==> config.mk <==
export PLATFORM = sky130hd
export DESIGN_NAME = refill_arbiter
export DESIGN_NICKNAME = d
export VERILOG_FILES = /design/src/rtl/refill_pkg.sv /design/src/rtl/rr_arbiter2.sv /design/src/rtl/refill_arbiter.sv
export SDC_FILE = /design/constraint.sdc
export NUM_CORES = 1
export LEC_CHECK = 0
export CORE_ASPECT_RATIO = 2
export CORE_UTILIZATION = 39
export CTS_BUF_LIST = sky130_fd_sc_hd__clkbuf_4 sky130_fd_sc_hd__clkbuf_8 sky130_fd_sc_hd__clkbuf_16
export DETAILED_ROUTE_END_ITERATION = 8
export PLACE_DENSITY = 0.86
export SETUP_SLACK_MARGIN = 0.4
export SLEW_MARGIN = 0
export SYNTH_ARGS = -nofsm -noshare
export SYNTH_HDL_FRONTEND = slang
export SYNTH_SLANG_ARGS = --single-unit
export TNS_END_PERCENT = 30
==> constraint.sdc <==
create_clock -name clk -period 2.3 [get_ports clk]
set_input_delay 0.46 -clock clk [delete_from_list [all_inputs] [get_ports clk]]
set_output_delay 0.46 -clock clk [all_outputs]
set_load 0.1 [all_outputs]
==> src/rtl/refill_pkg.sv <==
// Shared types and sizing helpers for the L1 refill arbiter and its round-robin grant logic.
package refill_pkg;

   typedef enum logic [1:0] {
      IDLE = 2'd0,
      REQ  = 2'd1,
      DATA = 2'd2,
      DONE = 2'd3
   } refill_state_t;

   typedef enum logic {
      REQ_I = 1'b0,
      REQ_D = 1'b1
   } requester_t;

   localparam int PERF_CNT_W = 32;

   // Number of byte-offset bits inside one cache block.
   function automatic int offset_width(input int block_words, input int data_w);
      return $clog2(block_words * data_w / 8);
   endfunction

   function automatic int word_idx_width(input int block_words);
      return $clog2(block_words);
   endfunction

endpackage

==> src/rtl/rr_arbiter2.sv <==
// Two-input round-robin grant between the I-side and D-side refill requesters.
module rr_arbiter2
   import refill_pkg::*;
(
   input  logic       clk,
   input  logic       reset,
   input  logic       req_i,
   input  logic       req_d,
   input  logic       update,
   input  requester_t update_id,
   output logic       grant_valid,
   output requester_t grant_id
);

   requester_t last_grant;

   always_ff @(posedge clk) begin
      if (reset) begin
         last_grant <= REQ_I;
      end else if (update) begin
         last_grant <= update_id;
      end
   end

   // When both sides ask, the side that was not served last wins.
   always_comb begin
      grant_valid = req_i || req_d;
      grant_id    = REQ_I;
      if (req_i && req_d) begin
         grant_id = (last_grant == REQ_I) ? REQ_D : REQ_I;
      end else if (req_d) begin
         grant_id = REQ_D;
      end
   end

endmodule

==> src/rtl/refill_arbiter.sv <==
// Shares one external memory burst-read port between I-cache and D-cache block refills.
// Optional macro REFILL_PERF_CNT_EN adds the IRefillCount and DStallCycles counter ports.
module refill_arbiter
   import refill_pkg::*;
#(
   parameter int ADDR_W      = 32,
   parameter int DATA_W      = 32,
   parameter int BLOCK_WORDS = 16
) (
   input  logic                           clk,
   input  logic                           reset,
   input  logic                           IReqValid,
   input  logic [ADDR_W-1:0]              IReqAddr,
   input  logic                           IAbort,
   input  logic                           DReqValid,
   input  logic [ADDR_W-1:0]              DReqAddr,
   output logic                           MemReqValid,
   input  logic                           MemReqReady,
   output logic [ADDR_W-1:0]              MemReqAddr,
   input  logic                           MemRespValid,
   input  logic [DATA_W-1:0]              MemRespData,
   output logic [DATA_W-1:0]              RefillData,
   output logic [$clog2(BLOCK_WORDS)-1:0] RefillWordIdx,
   output logic                           IRefillValid,
   output logic                           DRefillValid,
   output logic                           IRefillDone,
   output logic                           DRefillDone,
   output logic                           Busy
`ifdef REFILL_PERF_CNT_EN
   ,
   output logic [PERF_CNT_W-1:0]          IRefillCount,
   output logic [PERF_CNT_W-1:0]          DStallCycles
`endif
);

   localparam int                IDX_W      = word_idx_width(BLOCK_WORDS);
   localparam int                OFF_W      = offset_width(BLOCK_WORDS, DATA_W);
   localparam logic [ADDR_W-1:0] ALIGN_MASK = {ADDR_W{1'b1}} << OFF_W;
   localparam logic [IDX_W-1:0]  LAST_IDX   = IDX_W'(BLOCK_WORDS - 1);

   refill_state_t     state;
   requester_t        gnt;
   logic              abort_q;
   logic [IDX_W-1:0]  beat_cnt;

   logic              arb_valid;
   requester_t        arb_id;
   logic              i_abort_hit;
   logic              i_suppress;
   logic              last_beat;

   rr_arbiter2 u_arb (
      .clk         (clk),
      .reset       (reset),
      .req_i       (IReqValid && !IAbort),
      .req_d       (DReqValid),
      .update      (state == DONE),
      .update_id   (gnt),
      .grant_valid (arb_valid),
      .grant_id    (arb_id)
   );

   // An abort in the same cycle as a beat already hides that beat from the I-cache.
   assign i_abort_hit = IAbort && (gnt == REQ_I);
   assign i_suppress  = abort_q || i_abort_hit;
   assign last_beat   = (beat_cnt == LAST_IDX);
   assign Busy        = (state != IDLE);

   // NOTE: every register below is assigned with <= so all state updates see pre-edge values.
   always_ff @(posedge clk) begin
      if (reset) begin
         state         <= IDLE;
         gnt           <= REQ_I;
         abort_q       <= 1'b0;
         beat_cnt      <= '0;
         MemReqValid   <= 1'b0;
         MemReqAddr    <= '0;
         RefillData    <= '0;
         RefillWordIdx <= '0;
         IRefillValid  <= 1'b0;
         DRefillValid  <= 1'b0;
         IRefillDone   <= 1'b0;
         DRefillDone   <= 1'b0;
      end else begin
         IRefillValid <= 1'b0;
         DRefillValid <= 1'b0;
         IRefillDone  <= 1'b0;
         DRefillDone  <= 1'b0;

         case (state)
            IDLE: begin
               if (arb_valid) begin
                  gnt         <= arb_id;
                  MemReqAddr  <= ((arb_id == REQ_I) ? IReqAddr : DReqAddr) & ALIGN_MASK;
                  MemReqValid <= 1'b1;
                  state       <= REQ;
               end
            end

            // The request is never withdrawn; an abort only marks the burst to be drained.
            REQ: begin
               if (i_abort_hit) begin
                  abort_q <= 1'b1;
               end
               if (MemReqReady) begin
                  MemReqValid <= 1'b0;
                  beat_cnt    <= '0;
                  state       <= DATA;
               end
            end

            DATA: begin
               if (i_abort_hit) begin
                  abort_q <= 1'b1;
               end
               if (MemRespValid) begin
                  RefillData    <= MemRespData;
                  RefillWordIdx <= beat_cnt;
                  beat_cnt      <= beat_cnt + IDX_W'(1);
                  if (gnt == REQ_I) begin
                     IRefillValid <= !i_suppress;
                  end else begin
                     DRefillValid <= 1'b1;
                  end
                  if (last_beat) begin
                     state <= DONE;
                     if (gnt == REQ_I) begin
                        IRefillDone <= !i_suppress;
                     end else begin
                        DRefillDone <= 1'b1;
                     end
                  end
               end
            end

            DONE: begin
               abort_q <= 1'b0;
               state   <= IDLE;
            end

            default: begin
               state <= IDLE;
            end
         endcase
      end
   end

`ifdef REFILL_PERF_CNT_EN
   // Saturating counters; a D stall is any cycle D asks while not being served.
   always_ff @(posedge clk) begin
      if (reset) begin
         IRefillCount <= '0;
         DStallCycles <= '0;
      end else begin
         if (IRefillDone && (IRefillCount != '1)) begin
            IRefillCount <= IRefillCount + PERF_CNT_W'(1);
         end
         if (DReqValid && !((state != IDLE) && (gnt == REQ_D)) && (DStallCycles != '1)) begin
            DStallCycles <= DStallCycles + PERF_CNT_W'(1);
         end
      end
   end
`endif

endmodule
## Word level (Yosys, flattened, before mapping)

Index checks and enable logic that the tools add are counted.

- $add $sub $neg: 1
- Equal/unequal tests: 9
- Muxes and demuxes: 19
- Bitwise gates (word level): 4
- Reduce and logical (&&, ||, !) cells: 21

Operators with widths:

| operator | count |
|---|---|
| two-way mux 32 bit | 1 |
| two-way mux 1 bit | 8 |
| two-way mux 2 bit | 4 |
| two-way mux 4 bit | 2 |
| inequality test 2 bit (second input constant) | 4 |
| one-hot mux 2 bit (4 select lines) | 1 |
| one-hot mux 4 bit (2 select lines) | 1 |
| nonzero test 2 bit | 4 |
| AND reduction 2 bit | 3 |
| AND reduction 3 bit | 2 |
| adder 4 x 1 -> 4 bit (second input constant) | 1 |
| == test 2 bit (second input constant) | 2 |
| == test 4 bit (second input constant) | 1 |
| inverter 1 bit | 4 |
| one-hot mux 1 bit (2 select lines) | 2 |
| AND reduction 4 bit | 1 |
| OR reduction 4 bit | 1 |
| logical AND 1 bit | 3 |
| OR reduction 3 bit | 1 |
| == test 2 x 1 -> 1 bit (second input constant) | 1 |
| zero test 1 bit | 2 |
| zero test 2 bit | 1 |
| logical OR 1 bit | 2 |
| inequality test 2 x 1 -> 1 bit (second input constant) | 1 |
| OR reduction 2 bit | 1 |

- Register bits after elaboration: 76
- Output and inout port bits: 74

## Depth between registers and ports, before layout

Gate-level depths: netlist of the first run.

- Depth after elaboration: 5
- Mapped depth: 8
- Gate-level depth less buffers: 6

## Cells and area by module

From an unflattened synthesis of the first run, not the netlist that was laid out.

- Cells, all modules: 355
- Area total of the unflattened synthesis: 3118.0 µm²

By module, submodules not included:

| module | times used | cells an instance | area an instance (µm²) | seq. area each (µm²) |
|---|---|---|---|---|
| refill_arbiter | 1 | 350 | 3070.4 | 1501.4 |
| rr_arbiter2 | 1 | 5 | 47.5 | 20.0 |

## Least setup slack after synthesis of the first run

OpenSTA, ideal clock, no wires.

- Path kind: register to output
- From: register state[0]
- To: output port Busy
- Arrival: 1.354 ns
- Setup slack: 0.486 ns
- Cell stages (with the launch flop): 5
- Buffers on the path: 1
- Cells stage by stage: dfxtp_1 > inv_1 > ha_1 > clkbuf_2 > inv_1

- Cells in the longest elaborated chain, start to end: 1

Ends and longest elaborated chain:

| item | line | source |
|---|---|---|
| start, declared | refill_arbiter.sv:41 | `refill_state_t state;` |
| start signal, assigned | refill_arbiter.sv:72 | `state <= IDLE;` |
| start signal, assigned | refill_arbiter.sv:96 | `state <= REQ;` |
| start signal, assigned | refill_arbiter.sv:108 | `state <= DATA;` |
| nonzero test 2 bit | refill_arbiter.sv:67 | `assign Busy = (state != IDLE);` |
| end, declared | refill_arbiter.sv:28 | `output logic Busy` |

Every way passes these cells.

## Worst setup path after layout of the first run

Same ends and word-level chain as after synthesis.

==> flow_summary.yaml, run 1 <==
setup_path:
  start_kind: "flip-flop"
  r2r-start: "state[0]"
  crit_required_ns: 1.84
  path_max_fanout: 7
  critPathKind: "flip-flop to primary output"
  r2r-end: "state[1]"
  r2r_cells: 6
  worstPathArrival_ns: 1.33
  critPathCaptureType: "primary output"
  rrSetupSlack_ns: 0.67
route:
  wl_per_cell_um: 14.9
  drt_first_pass_iters: 4
  drc: 0
  totalWireLength_um: 9640
  wl_met3_um: 711
  m1WireLength_um: 3410
  met2_length_um: 5240
  vias: 3284
  routed.top_layer: "met4"
  postRouteAntennaNets: 0
  viasPerCell: 5.08
  drtIter0Drc: 153
sta:
  hold_viol: 0
  skew_ns: 0.00732
  min_period_ns: 1.79
  rsz0062_at_grt: "false"
  setup_viol: 0
  max_clock_freq_ghz: 0.557
  final_max_slew_viol_count: 0
  setup_tns_ns: 0
  post-route-period-util: 0.780
min_path:
  min_path_cells: 2
  hp-start: "RefillData[20]"
  holdCritPathClass: "flip-flop to flip-flop"
  hold_end: "RefillData[20]"
global_route:
  grt_usage: 0.215
  grt_max_degree: 38
  grt_pass1_wl_um: 14500
  grt_pass1_vias: 3221
  grt_overflow: 0
  antenna_found_initial: 0
cts:
  h-tree-depth: 3
  cts.sinks: 76
  clockBufferDepth: 2
  clkTransAtPathRegs_ns: 0.06
  cts_buffers: 9
  worstSkewPairLatency_ns: 0.33
  cts_setup_buffers: 0
  cts_tree: "done"
  root_buffer: "clkbuf_16"
final_layout:
  final_common_cell: "nand2_1"
  layout_common_cells: "nand2_1 (101), clkdlybuf4s50_1 (89), dfxtp_1 (76)"
  finish.instance_area_um2: 5100
  n_antenna_cell: 0
  drive_gt1_frac: 0.252
  nets: 652
  area_growth_pct: 53.9
  n_fill_cell: 687
synthesis:
  ys_types: 37
  synthesis.area_um2: 3310
  ys_ff_latch: 76
  ys_seq_area_frac: 0.459
  yosysWarnings: 0
  syn_inst: 391
  syn_area_per_cell_um2: 8.47
placed_design:
  io_buffers: 158
  place_congestion: 0.790
  post-dp-hpwl_um: 7300
  dpl_cell_area_um2: 4810
floorplanning:
  ios: 177
  die_area_um2: 8890
  fp.dieW_um: 67.2
  core_um2: 8230
  rows: 47
  die_h_um: 132
  initial_core_util: 0.402
run:
  cap_violations: 0
run_status:
  status: "finished clean"
power_and_ir_drop:
  ir_drop_mv: 0.531
  powerDensity_nw_per_um2: 1320
  power_leakage_nw: 2.00
cell type report:
class / instances / area, um^2 / share of cell area
Multi-Input combinational cell: 281 / 1590 / 0.312
Timing Repair Buffer: 169 / 1550 / 0.304
Sequential cell: 76 / 1520 / 0.298
Clock buffer: 11 / 253 / 0.0496
Tap cell: 98 / 123 / 0.0240
Clock inverter: 5 / 36.3 / 0.00712
Inverter: 6 / 22.5 / 0.00442
kinds of logic after synthesis:
| kind of cell | after synthesis | synth area share |
|---|---|---|
| and+or+nand+nor | 161 | 0.202 |
| AOI/OAI and AO/OA | 103 | 0.233 |
| DFF | 76 | 0.459 |
| buffers and inverters | 39 | 0.0665 |
| adders and majority gates | 6 | 0.0227 |
| muxes | 3 | 0.00907 |
| xor gates and xnor gates | 2 | 0.00529 |
| other | 1 | 0.00113 |
how the worst max path moves through the flow:
stage | startpoint | to | cells after the start
2_1_floorplan | state[0] | Busy | 4
3_3_place_gp | IAbort | MemReqAddr[25] | 6
3_5_place_dp | IAbort | MemReqAddr[25] | 6
4_1_cts | state[0] | Busy | 4
5_1_grt | state[1] | Busy | 4
6_report | state[0] | Busy | 4
worst max-delay path, cell delays in order (launching register included):
cell and delay (ns):
dfxtp_1 0.37, inv_1 0.10, ha_2 0.24, inv_1 0.11, buf_12 0.18
power breakdown:
part | switching [mW] | internal [mW] | leakage (nW)
logic | 2.67 | 0.977 | 1.25
clock network | 0.540 | 0.788 | 0.134
registers | 0.155 | 1.58 | 0.620
Yosys cell counts (all sizes together):
cell type	number	area, um^2
a22oi	1	7.51
o21a	1	7.51
inv	6	22.5
nor4b	1	8.76
a21oi	66	402
nor4	1	6.26
clkbuf	11	42.5
a211oi	27	298
nor2b	5	33.8
conb	1	3.75
nor3	4	20.0
nor3b	3	22.5
ha	6	75.1
nand4	1	6.26
xnor2	2	17.5
nand2b	2	12.5
nand3b	2	15.0
a221oi	1	15.0
o21ai	5	28.8
nand3	4	20.0
o21bai	2	15.0
nand2	101	379
mux2i	3	30.0
buf	22	155
or3	1	6.26
and2	2	12.5
nor2	34	128
dfxtp	76	1520
per-stage QoR:
| step | hold slack [ns] | util | setup WS [ns] | instances | total power, mW |
|---|---|---|---|---|---|
| after floorplan | 0.457 | - | 0.486 | 396 | 4.55 |
| final | 0.456 | 0.619 | 0.505 | 646 | 6.71 |
| after detailed placement | 0.449 | 0.584 | 0.278 | 630 | 5.41 |
| after CTS | 0.457 | 0.619 | 0.405 | 646 | 6.76 |
| after global placement | 0.443 | 0.584 | 0.334 | 630 | 5.34 |
| after global routing | 0.481 | 0.619 | 0.426 | 646 | 7.00 |
state kept, by name, summed over array words and instances, names as in the netlist:
name and flops:
gnt 1, DRefillDone 1, IRefillDone 1, MemReqValid 1
beat_cnt 4, MemReqAddr 26, state 2, abort_q 1
IRefillValid 1, DRefillValid 1, RefillData 32, RefillWordIdx 4
u_arb.last_grant 1
timing repair:
item / in CTS / in global routing
endpoints found under the setup margin: 0 / 1
resized for setup: 0 / 1
hold buffers: 0 / 0
per-layer routing:
layer | up-vias | GRT usage
met1 | 1528 | 0.197
met3 | 22 | 0.0545
li1 | 1600 | -
met4 | 0 | 0.103
met5 | - | 0
met2 | 134 | 0.409
Note: power is estimated with default switching activity, not from simulation.
==> inputs of run 2 (changes only) <==
Clock period 2.3 ns to 1.8 ns, I/O delays scaled along.
==> run 2 against run 1 <==
Global-route usage is 11 points higher. Non-clock buffer count is 22 higher. Power is 61% higher. Largest cell class is now non-clock buffers. Via count is 12% higher. Largest power group unchanged. Clock power is 47% higher. Critical endpoint is now MemReqAddr[25]. Register-to-register slack worse by 0.48 ns.
==> flow_summary.yaml, run 2 (synthesis gave the netlist of run 1 again) <==
run_status:
  status: "finished clean"
run:
  cap_violations: 0
global_route:
  grt_pass1_vias: 3974
  grt_max_degree: 28
  grt_usage: 0.325
  grt_pass1_wl_um: 21000
  antenna_found_initial: 0
  grt_overflow: 0
power_and_ir_drop:
  ir_drop_mv: 0.870
  p_seq_frac: 0.226
  clkPwrFrac: 0.181
  p_int_mw: 5.79
  switching_power_mw: 5.02
  power_leakage_nw: 2.42
  comb_power_share: 0.593
  p_sw_frac: 0.465
  powerDensity_nw_per_um2: 1680
floorplanning:
  fp.dieW_um: 67.2
  die_area_um2: 8890
  core_um2: 8230
  rows: 47
  die_h_um: 132
  ios: 177
  initial_core_util: 0.402
cts:
  h-tree-depth: 3
  clockBufferDepth: 2
  cts_buffers: 9
  clkTransAtPathRegs_ns: 0.07
  cts_tree: "done"
  root_buffer: "clkbuf_16"
  cts.sinks: 76
  worstSkewPairLatency_ns: 0.34
  cts_hold_buffers: 0
sta:
  hold_viol: 0
  setup_viol: 0
  max_clock_freq_ghz: 0.623
  slew_headroom: 0.649
  setup_tns_ns: 0
  rsz0062_at_grt: "true"
  skew_ns: 0.0130
  final_max_slew_viol_count: 0
  min_period_ns: 1.61
  post-route-period-util: 0.892
  tightest_slew_ns: 0.526
route:
  drt_first_pass_iters: 4
  drc: 0
  viasPerCell: 5.49
  totalWireLength_um: 14200
  wl_per_cell_um: 21.2
  routed.top_layer: "met4"
  vias: 3667
  met2_length_um: 7580
  m1WireLength_um: 4420
  wl_met3_um: 1080
  postRouteAntennaNets: 0
  drtIter0Drc: 250
setup_path:
  start_kind: "flip-flop"
  worstPathArrival_ns: 1.84
  cp_cell_sequence: "inv_4 > ha_4 > buf_4 > o21ai_4 > buf_6 > buf_12 > a21oi_1 > a211oi_2"
  crit_family: "buffers and inverters"
  critPathCaptureType: "flip-flop"
  crit_required_ns: 2.04
  slowest_delay_ns: 0.37
  cpMaxStageDelayCell: "dfxtp_2"
  rrSetupSlack_ns: 0.19
  path_max_fanout: 5
  crit_buf_inv: 4
  critPathKind: "flip-flop to flip-flop"
placed_design:
  post-dp-hpwl_um: 8100
  io_buffers: 158
  place_congestion: 0.802
  dp.cells: 639
final_layout:
  finalNonFillerCells: 668
  n_antenna_cell: 0
  drive_gt1_frac: 0.318
  top_register: "RefillData"
  largest_reg_flops: 32
  layout_common_cells: "nand2_1 (100), clkdlybuf4s50_1 (86), buf_12 (75)"
  n_fill_cell: 443
  top_regs: "RefillData (32), MemReqAddr (26)"
  final_common_cell: "nand2_1"
  area_growth_pct: 93.8
  utilization: 0.780
  nets: 674
min_path:
  holdCritPathClass: "flip-flop to flip-flop"
-- run 2: power groups by stage --
| stage | Combinational, mW | Sequential [mW] | Clock, mW |
|---|---|---|---|
| final | 6.41 | 2.44 | 1.96 |
| after global routing | 6.60 | 2.48 | 2.05 |
| after CTS | 6.10 | 2.41 | 1.98 |
| after detailed placement | 5.51 | 2.43 | 0 |
| after global placement | 5.39 | 2.40 | 0 |
| after floorplan | 1.59 | 4.31 | 0 |
-- run 2: repair_timing --
item,in CTS,in global routing
pin swaps,10,3
resized for setup,23,17
buffers inserted,7,1
endpoints found under the setup margin,34,77
gates cloned,4,1
-- run 2: final timing paths --
check | end | from | cells after the start
min | RefillData[4] | RefillData[4] | 2
min reg2reg | RefillData[4] | RefillData[4] | 2
max | MemReqAddr[25] | state[0] | 8
max reg2reg | MemReqAddr[25] | state[0] | 8
-- run 2: worst register-to-register path, stage by stage, from the launching register on --
cell      delay [ns]
dfxtp_2         0.37
inv_4           0.06
ha_4            0.19
buf_4           0.16
o21ai_4         0.11
buf_6           0.15
buf_12          0.11
a21oi_1         0.06
a211oi_2        0.31
-- run 2: per-stage QoR --
| stage | hold slack [ns] | power [mW] | cell area [um^2] | worst slack (ns) |
|---|---|---|---|---|
| floorplan | 0.457 | 5.90 | 3360 | 0.330 |
| global placement | 0.465 | 7.79 | 5770 | 0.0175 |
| detailed placement | 0.489 | 7.93 | 5770 | -0.0620 |
| CTS | 0.454 | 10.5 | 6320 | 0.242 |
| global route | 0.508 | 11.1 | 6420 | 0.125 |
| finish | 0.498 | 10.8 | 6420 | 0.195 |
-- run 2: layout make-up --
class / instances / area (um^2) / area share
inverter: 6 / 31.3 / 0.00487
clock buffer: 10 / 233 / 0.0363
multi-input combinational: 281 / 1720 / 0.268
tap: 98 / 123 / 0.0191
clock inverter: 6 / 88.8 / 0.0138
timing repair buffer: 191 / 2690 / 0.419
sequential: 76 / 1530 / 0.239
-- run 2: routing by layer --
| layer | vias up | track usage |
|---|---|---|
| met5 | - | 0 |
| met4 | 0 | 0.268 |
| met3 | 76 | 0.115 |
| met2 | 198 | 0.560 |
| met1 | 1739 | 0.283 |
| li1 | 1654 | - |
==> inputs of run 3 (changes only) <==
Settings changed: RECOVER_POWER set to 25.
==> run 3 against run 2 <==
First-iteration DRC count down 10%. Fmax down 5.0%. Final area down 7.5%. Critical path type unchanged. Worst setup slack worse by 0.085 ns. Routed wire length is 0.44% higher. Flip-flop and latch count stayed put. Register-to-register slack got worse by 0.08 ns. Via count shrank 0.65%. Utilization shrank 5.9 points. Clock-buffer cell count stayed put.
==> flow_summary.yaml, run 3 (synthesis gave the netlist of run 1 again) <==
placed_design:
  post-dp-hpwl_um: 8100
  io_buffers: 158
  preCtsSetupSlack_ns: -0.0620
  dpl_cell_area_um2: 5770
  place_congestion: 0.802
setup_path:
  slowest_delay_ns: 0.42
  start_kind: "flip-flop"
  r2r-end: "MemReqAddr[25]"
  cpMaxStageDelayCell: "dfxtp_1"
  r2r_cells: 8
  crit_required_ns: 2.04
  rrSetupSlack_ns: 0.11
  critPathCaptureType: "flip-flop"
  r2r-start: "state[0]"
  worstPathArrival_ns: 1.93
  path_max_fanout: 5
  critPathKind: "flip-flop to flip-flop"
  cp_cell_sequence: "inv_4 > ha_4 > buf_4 > o21ai_4 > buf_6 > buf_12 > a21oi_1 > a211oi_2"
route:
  postRouteAntennaNets: 0
  viasPerCell: 5.45
  drc: 0
  wl_per_cell_um: 21.3
  drt_first_pass_iters: 4
  vias: 3643
  totalWireLength_um: 14200
  drtIter0Drc: 225
floorplanning:
  fp.dieW_um: 67.2
  rows: 47
  die_area_um2: 8890
  core_um2: 8230
  initial_core_util: 0.402
  ios: 177
  die_h_um: 132
cts:
  cts_tree: "done"
  clockBufferDepth: 2
  root_buffer: "clkbuf_16"
  cts_buffers: 9
  cts.sinks: 76
  clkTransAtPathRegs_ns: 0.07
  cts_hold_buffers: 0
  h-tree-depth: 3
  worstSkewPairLatency_ns: 0.34
final_layout:
  n_fill_cell: 500
  largest_reg_flops: 32
  seqCellArea_um2: 1530
  layout_common_cells: "nand2_1 (100), clkdlybuf4s50_1 (86), dfxtp_1 (73)"
  multi_input_area_um2: 1720
  top_register: "RefillData"
  area_growth_pct: 79.3
  nets: 674
  n_antenna_cell: 0
  finish.instance_area_um2: 5940
  final_common_cell: "nand2_1"
  drive_gt1_frac: 0.316
  top_regs: "RefillData (32), MemReqAddr (26)"
global_route:
  grt_max_degree: 28
  grt_pass1_wl_um: 21000
  grt_overflow: 0
  grt_pass1_vias: 3974
  grt_usage: 0.325
  antenna_found_initial: 0
run:
  cap_violations: 0
power_and_ir_drop:
  power_leakage_nw: 2.30
  switching_power_mw: 4.98
  p_seq_frac: 0.229
  p_total_mw: 10.4
  p_sw_frac: 0.478
  p_int_mw: 5.44
  clkPwrFrac: 0.189
  ir_drop_mv: 0.878
  comb_power_share: 0.582
  powerDensity_nw_per_um2: 1760
sta:
  skew_ns: 0.0127
  rsz0062_at_grt: "true"
  max_clock_freq_ghz: 0.592
  min_period_ns: 1.69
  layout_setup_ws_ns: 0.110
  hold_viol: 0
  setup_tns_ns: 0
  fin_hold_ws_ns: 0.461
  post-route-period-util: 0.939
  slew_headroom: 0.612
  final_max_slew_viol_count: 0
  setup_viol: 0
  tightest_slew_ns: 0.585
min_path:
  hold_end: "RefillData[23]"
  min_path_cells: 2
  holdCritPathClass: "flip-flop to flip-flop"
  hp-start: "RefillData[23]"
run_status:
  status: "finished clean"
[run 3: changes by cell type in the layout (fill, tap and decap cells not counted)]
cell	delta
dfxtp_2	-1
dfxtp_1	+1
clkbuf_2	+32
buf_12	-32
[run 3: worst max-delay path by stage]
stage          startpoint              to  slack [ns]  cells after the start
2_1_floorplan    state[0]        state[1]        0.33                      7
3_3_place_gp       IAbort  MemReqAddr[20]        0.02                      6
3_5_place_dp       IAbort  MemReqAddr[21]       -0.06                      6
4_1_cts          state[1]            Busy        0.24                      4
5_1_grt          state[0]  MemReqAddr[25]        0.09                      8
6_report         state[0]  MemReqAddr[25]        0.11                      8
[run 3: power groups by stage]
stage,clock (mW),sequential [mW],combinational (mW)
floorplan,0,4.31,1.59
global placement,0,2.40,5.39
detailed placement,0,2.43,5.51
CTS,1.98,2.41,6.10
global route,2.05,2.41,6.26
finish,1.97,2.38,6.06
[run 3: per-layer routing]
layer / part of all wire / wire [um] / global-route usage / vias to the layer above
met4: 0.072 / 1020 / 0.268 / 0
li1: - / - / - / 1657
met2: 0.54 / 7610 / 0.560 / 207
met5: 0 / 0 / 0 / -
met3: 0.077 / 1090 / 0.115 / 74
met1: 0.32 / 4500 / 0.283 / 1705
[run 3: critical path: cells and delay by family (launching register included)]
family          cells  cell delay (ns)
fa+ha+maj           1             0.19
compound gates      3             0.49
buf+inv             4             0.49
flops               1             0.42
[run 3: cell type report]
cell class / count / share of cell area
inverter: 6 / 0.00527
clock buffer: 10 / 0.0392
sequential: 76 / 0.258
timing repair buffer: 191 / 0.372
multi-input combinational: 281 / 0.290
clock inverter: 6 / 0.0150
tap: 98 / 0.0207
[run 3: metrics by stage]
| stage | instances | utilization |
|---|---|---|
| after floorplan | 396 | - |
| after global routing | 668 | 0.721 |
| after detailed placement | 639 | 0.700 |
| after global placement | 639 | 0.700 |
| final | 668 | 0.721 |
| after CTS | 666 | 0.768 |
[run 3: what timing repair did]
item / CTS / global route
setup buffers: 7 / 1
gates cloned: 4 / 1
pin swaps: 10 / 3
endpoints found under the setup margin: 34 / 77
resized for setup: 23 / 17
